--- config.mk ---
export PLATFORM = sky130hd
export DESIGN_NAME = nibble_add_sequencer
export DESIGN_NICKNAME = d
export VERILOG_FILES = /design/src/rtl/nibble_add_sequencer.sv
export SDC_FILE = /design/constraint.sdc
export NUM_CORES = 1
export LEC_CHECK = 0
export BUFFER_PORTS_ARGS = -buffer_cell sky130_fd_sc_hd__buf_4
export CAP_MARGIN = 0
export CORE_UTILIZATION = 50
export DETAILED_ROUTE_END_ITERATION = 12
export HOLD_SLACK_MARGIN = 0.12
export PLACE_DENSITY = 0.83
export SYNTH_ARGS = -nofsm -noshare
export SYNTH_HDL_FRONTEND = slang
export SYNTH_SLANG_ARGS = --single-unit
--- constraint.sdc ---
create_clock -name clk -period 2.3 [get_ports clk]
set_input_delay 0.115 -clock clk [delete_from_list [all_inputs] [get_ports clk]]
set_output_delay 0.115 -clock clk [all_outputs]
set_load 0.02 [all_outputs]
--- src/rtl/nibble_add_sequencer.sv ---
`default_nettype none
// ============================================================================
// Module      : nibble_add_sequencer
// Description : Adds two 4*NIB-bit unsigned operands one nibble at a time by
//               time-sharing a single external 4-bit ripple adder. Each
//               nibble takes an operand pass then a carry pass; the full
//               4*NIB+1 bit sum is presented with a one-cycle done pulse.
// Revision    : 1.0 - initial release
// ============================================================================
module nibble_add_sequencer #(
    parameter int NIB = 4
) (
    input  logic             clk,
    input  logic             rst_n,
    input  logic             start,
    input  logic [4*NIB-1:0] op_a,
    input  logic [4*NIB-1:0] op_b,
    output logic             ready,
    output logic             busy,
    output logic             done,
    output logic [4*NIB:0]   sum,
    output logic [3:0]       add_a,
    output logic [3:0]       add_b,
    input  logic [4:0]       add_x
);

    localparam int W  = 4 * NIB;
    localparam int KW = (NIB > 1) ? $clog2(NIB) : 1;
    localparam logic [KW-1:0] C_K_LAST = KW'(NIB - 1);
    localparam logic [KW-1:0] C_K_ONE  = KW'(1);

    typedef enum logic [1:0] {
        S_IDLE  = 2'd0,
        S_ADD   = 2'd1,
        S_CARRY = 2'd2,
        S_DONE  = 2'd3
    } state_t;

    state_t          r_state;
    state_t          w_state_nxt;

    logic [W-1:0]    r_op_a;
    logic [W-1:0]    r_op_b;
    logic [W-1:0]    r_res;
    logic [W:0]      r_sum;
    logic [KW-1:0]   r_k;
    logic            r_c;
    logic [4:0]      r_p;

    logic [W-1:0]    w_a_shift;
    logic [W-1:0]    w_b_shift;
    logic [3:0]      w_add_a;
    logic [3:0]      w_add_b;
    logic            w_c_nxt;
    logic            w_k_last;
    logic [W-1:0]    w_res_nxt;

    // Nibble k of each latched operand, brought down to bits [3:0].
    assign w_a_shift = r_op_a >> {r_k, 2'b00};
    assign w_b_shift = r_op_b >> {r_k, 2'b00};

    // Carry out of nibble k: at most one of the two passes can carry.
    assign w_c_nxt  = r_p[4] | add_x[4];
    assign w_k_last = (r_k == C_K_LAST);

    // State register.
    always_ff @(posedge clk) begin
        if (!rst_n) begin
            r_state <= S_IDLE;
        end else begin
            r_state <= w_state_nxt;
        end
    end

    // Next-state decode and adder operand steering.
    always_comb begin
        w_state_nxt = r_state;
        w_add_a     = 4'd0;
        w_add_b     = 4'd0;
        case (r_state)
            S_IDLE: begin
                if (start) begin
                    w_state_nxt = S_ADD;
                end
            end
            S_ADD: begin
                w_add_a     = w_a_shift[3:0];
                w_add_b     = w_b_shift[3:0];
                w_state_nxt = S_CARRY;
            end
            S_CARRY: begin
                // Runs even when the incoming carry is zero so latency is fixed.
                w_add_a     = r_p[3:0];
                w_add_b     = {3'b000, r_c};
                w_state_nxt = w_k_last ? S_DONE : S_ADD;
            end
            S_DONE: begin
                w_state_nxt = S_IDLE;
            end
            default: begin
                w_state_nxt = S_IDLE;
            end
        endcase
    end

    // Accumulated result with nibble k replaced by the carry-pass output.
    always_comb begin
        w_res_nxt = r_res;
        for (int i = 0; i < NIB; i++) begin
            if (r_k == KW'(i)) begin
                w_res_nxt[4*i +: 4] = add_x[3:0];
            end
        end
    end

    // Datapath registers: operand latch, pass-1 result, carry, index, sum.
    always_ff @(posedge clk) begin
        if (!rst_n) begin
            r_op_a <= '0;
            r_op_b <= '0;
            r_res  <= '0;
            r_sum  <= '0;
            r_k    <= '0;
            r_c    <= 1'b0;
            r_p    <= 5'd0;
        end else begin
            case (r_state)
                S_IDLE: begin
                    if (start) begin
                        r_op_a <= op_a;
                        r_op_b <= op_b;
                        r_res  <= '0;
                        r_k    <= '0;
                        r_c    <= 1'b0;
                    end
                end
                S_ADD: begin
                    r_p <= add_x;
                end
                S_CARRY: begin
                    r_res <= w_res_nxt;
                    r_c   <= w_c_nxt;
                    if (w_k_last) begin
                        // Load the sum now so it is already valid while done is high.
                        r_sum <= {w_c_nxt, w_res_nxt};
                    end else begin
                        r_k <= r_k + C_K_ONE;
                    end
                end
                default: begin
                end
            endcase
        end
    end

    assign ready = (r_state == S_IDLE);
    assign busy  = (r_state == S_ADD) || (r_state == S_CARRY);
    assign done  = (r_state == S_DONE);
    assign sum   = r_sum;
    assign add_a = w_add_a;
    assign add_b = w_add_b;

endmodule
`default_nettype wire

=== After elaboration in Yosys (flattened, before gate mapping) ===
Cells that the tools add are included.

* Logic and storage cells: 44
* Memory bits (read-only): 0
* Memories kept: 0
* Output and inout bits: 28
* Latch bits: 0
* Bits in registers: 75
* Input bits: 40
* Bits in writable memories: 0

* Magnitude comparators: 0
* Shift-type cells: 2
* Bitwise gates (word level): 1
* Equality and inequality tests: 8
* $mul: 0
* Divide/modulo/power cells: 0
* Add/sub/neg operators: 1
* Mux-type cells: 16
* Reductions and logical operators: 8

{| class="wikitable"
|+ Operator list
! cell !! count
|-
| one-hot mux 16 bit (2 select lines) || 1
|-
| right shift 16 x 4 -> 4 bit || 2
|-
| two-way mux 16 bit || 1
|-
| two-way mux 4 bit || 4
|-
| one-hot mux 4 bit (2 select lines) || 2
|-
| == test 2 bit (second input constant) || 4
|-
| two-way mux 2 bit || 4
|-
| one-hot mux 2 bit (4 select lines) || 1
|-
| AND reduction 2 bit || 3
|-
| == test 2 x 1 -> 1 bit (second input constant) || 2
|-
| logical NOT 2 bit || 2
|-
| inequality test 2 bit (second input constant) || 2
|-
| one-hot mux 2 bit (2 select lines) || 1
|-
| AND reduction 3 bit || 1
|-
| adder 2 x 1 -> 2 bit (second input constant) || 1
|-
| one-hot mux 1 bit (2 select lines) || 1
|-
| nonzero test 2 bit || 1
|-
| logical OR 1 bit || 1
|-
| two-way mux 1 bit || 1
|-
| OR 1 bit || 1
|}

=== Longest topological paths before layout ===
* Depth in word-level cells: 3
* Gate-level depth with buffers: 8
* Depth with buffers taken out: 5

=== Worst setup path before layout ===
OpenSTA, ideal clock, no wires.

* Kind: flip-flop to output port
* From: register r_state[0]
* To: output port add_a[0]
* Cell stages (with the launch flop): 5
* Arrival time: 2.006 ns
* Buffers on the path: 0
* Required time: 2.185 ns
* Path slack: 0.179 ns
* Cells stage by stage: dfxtp_1 inv_1 ha_1 nand2_1 o311ai_0

* Word-level cells in the longest chain between the ends: 2
* Elaborated cells between the ends (all ways): 3
* Classes of those cells: eq/ne (2); mux (1)

{| class="wikitable"
|+ RTL lines
! element !! line !! source
|-
| start, declared || 39 || <nowiki>state_t r_state;</nowiki>
|-
| start signal, assigned || 71 || <nowiki>r_state <= w_state_nxt;</nowiki>
|-
| == test 2 bit / == test 2 x 1 -> 1 bit (equally long branches) || 80 || <nowiki>case (r_state)</nowiki>
|-
| one-hot mux 4 bit (2 select lines) * || 80 ||
|-
| end, declared || 22 || <nowiki>output logic [3:0] add_a,</nowiki>
|}

Every way passes the cells marked *; elsewhere a longest branch is shown, timed or not.

=== Worst setup path after layout ===
* From: register r_state[1]
* To: output port add_a[0]

Same word-level chain as after synthesis.

==> summary.txt <==
Status: finished clean
Main combinational cell family by area after synthesis: simple AND/OR/NAND/NOR gates
Hold crit path type: in2reg
Async SR Flop Fraction: 0
Top cells by count, synth: 98 x nand2_1, 71 x dfxtp_1, 38 x a21oi_1, 23 x mux2i_1, 19 x nor2_1
Post-route setup slack: 0.104 ns
Setup_tns: 0 ns
WP data required: 2.18 ns
# IOs: 68
Final setup viols: 0
Post-DP HPWL: 4730 µm
Adder-cell area share of the yosys netlist: 0.0327
Max IR drop VDD: 680 µV
Antenna fix cells: 0
Clock root buffer: clkbuf_8
Placed insts: 478
Crit. Startpoint: r_state[1]
CTS sink cnt: 71
TritonCTS clock tree: built
Vias per cell: 5.48
Worst slack at placement: 0.358 ns
Reg2reg start: r_state[0]
Top cell type's share of synthesized area: 0.464
Met2 WL: 4020 µm
Ratio of cells with drive above 1 in the final layout: 0.221
Final ANT Viol Nets: 0
Yosys warns: 0
Worst-path clk slew: 0.07 ns
Grt ovf: 0
Routed wl met3: 386 µm
Initial Utilization: 0.517
#FFs+latches synth: 71
Clk_skew: 0.00818 ns
Fin nets: 499
Syn Nets: 407
Fin crit share: 0.955
WS Path Type: reg2out
Clk_lat worst skew: 0.34 ns
Total power: 0.00309 W
Max incr delay on CP: 0.42 ns
GRT Total Usage: 0.266
CTS HTree Levels: 3
Cell variety after synth: 29
Worst reg2reg path depth: 5
Slew @ Worst Pin: 0.660 ns
Core Rows: 28
XOR/XNOR Fraction of Synth Area: 0
1st-iter DRT viols: 272
Startpoint Class: flip-flop
Post-Syn Area: 3060 µm²
Minimum clock period: 2.20 ns
Crit end category: output port
Placer Congestion: 0.837
Antenna violations before repair: 0
Max layer used: met4
Vias: 2,908
Hold depth: 3
Wire per inst: 15.4 µm
Max Fanout on Critical Path: 8
Die Y: 80.3 µm
Slew Viols, Final: 0
Most frequent cell after synthesis: nand2_1
Max-Cap Viols: 0
Drc violations: 0
Metal-1 WL: 3490 µm
RSZ-0062 raised after global routing: false
Max transition margin: 0.560
Post-synth EDFFs: 0
CP max-delay cell: o311ai_0
Post-CTS Setup Inserts: 0
Core area: 5920 µm²
Arrival time worst endpoint: 2.08 ns
Mean Syn Cell Area: 8.53 µm²
Ys flop type: dfxtp_1
Area Overhead vs Synth: 35.5%
Largest net degree at the start of global routing: 40
Non-filler instance count after layout: 531
Die area: 6440 µm²
Hold Vio Cnt, Final: 0
Total CTS buffers: 9
Area leader, netlist: dfxtp_1
Seq/Total Area, Yosys: 0.464
Detailed Routing Iterations Pass 1: 4
Crit-path cells: inv_1, ha_1, nand2_2, o311ai_0, buf_4
Mux cell area share after synthesis: 0.120
Hold_sp: rst_n
Post-Synthesis Cells: 359
Highest Clock Rate: 455 MHz
Clk buf depth: 2
Detailed Route WL: 8190 µm
Lkg Pwr: 1.64 nW
Area share of and/or/nand/nor cells after synthesis: 0.178
Count of buffers from port buffering: 67
Compound-gate portion of the synthesized area: 0.148
PwrDens: 746 nW/µm²
Die span in x: 80.3 µm
Vias in the first global route: 2,751
Area contributors post-synth: dfxtp_1 46%, nand2_1 12%, mux2i_1 7.5%
First-pass GRT wire length: 13,000 µm
[critical path: cells and delay by family (launching register included)]
kind / cells / cell delay (ns)
compound gates: 1 / 0.42
fa+ha+maj: 1 / 0.41
flops: 1 / 0.35
simple gates: 1 / 0.24
buf+inv: 2 / 0.31
[worst paths after layout]
| path | slack, ns | end |
|---|---|---|
| worst max-delay path | 0.10 | add_a[0] |
| worst min-delay path | 0.15 | r_res[4] |
| worst max register to register | 0.41 | r_res[10] |
| worst min register to register | 0.46 | r_op_a[14] |
[per-layer routing]
| layer | global-route usage | up-vias |
|---|---|---|
| li1 | - | 1408 |
| met1 | 0.334 | 1368 |
| met2 | 0.426 | 105 |
| met3 | 0.0500 | 27 |
| met4 | 0.150 | 0 |
| met5 | 0 | - |
[cells by family (layout without fill, tap and decap cells)]
logic type	count (synthesis)	after routing
simple gates	136	136
buf+inv	38	135
mux	32	32
compound gates	74	74
fa+ha+maj	8	8
flops	71	71
[report_power, final]
group	internal [W]	switching, W	total (W)	leakage [nW]
sequential	0.00133	0.0000678	0.00140	0.578
combinational	0.000309	0.000418	0.000727	0.964
clock	0.000497	0.000474	0.000971	0.0960
total	0.00213	0.000960	0.00309	1.64
[what timing repair did]
action / CTS / global route
resized for setup: 1 / 6
hold endpoints to repair: 42 / 0
setup endpoints to repair: 1 / 5
hold buffers: 37 / 0
[placed cells by master, fill, tap and decap left out]
cell           instances
o311ai_2               1
o311ai_0               1
o221a_2                1
a211oi_1              12
ha_2                   1
o22ai_1               12
bufinv_16              1
and3_1                 1
o32ai_1                1
o211ai_1               1
mux2_2                 5
buf_4                 72
mux4_2                 3
clkinv_2               3
nand4_1                1
clkbuf_8               9
buf_12                 1
a21oi_1               38
nand2b_1               1
clkbuf_1               1
ha_1                   7
clkinv_4               1
nand3_1                9
a31oi_1                3
nor2b_1                3
a311oi_1               1
clkinvlp_4             1
o311ai_1               3
nand2_2                1
mux2i_2                1
and2_1                 2
nand2_1               97
nor3_1                 2
inv_1                  9
dlygate4sd3_1         37
nor2_1                19
dfxtp_1               71
mux2i_1               23
[per-stage QoR]
stage | area (µm²) | hold WS (ns) | utilization
floorplan | 3060 | 0.251 | -
global placement | 3580 | 0.361 | 0.604
detailed placement | 3580 | 0.370 | 0.604
CTS | 4140 | 0.138 | 0.698
global route | 4150 | 0.145 | 0.701
finish | 4150 | 0.150 | 0.701
[cell type report]
| cell class | instances | area [µm²] |
|---|---|---|
| Clock buffer | 10 | 128 |
| Clock inverter | 6 | 61.3 |
| Fill cell | 397 | 1770 |
| Inverter | 9 | 33.8 |
| Multi-Input combinational cell | 250 | 1480 |
| Sequential cell | 71 | 1420 |
| Tap cell | 75 | 93.8 |
| Timing Repair Buffer | 110 | 931 |
[flip-flops by register name, summed over array words and instances, names as in the netlist]
name / cells
r_c: 1
r_state: 2
r_p: 5
r_res: 12
r_k: 2
r_op_a: 16
sum: 17
r_op_b: 16
No activity file was read; power rests on OpenSTA's default activity.
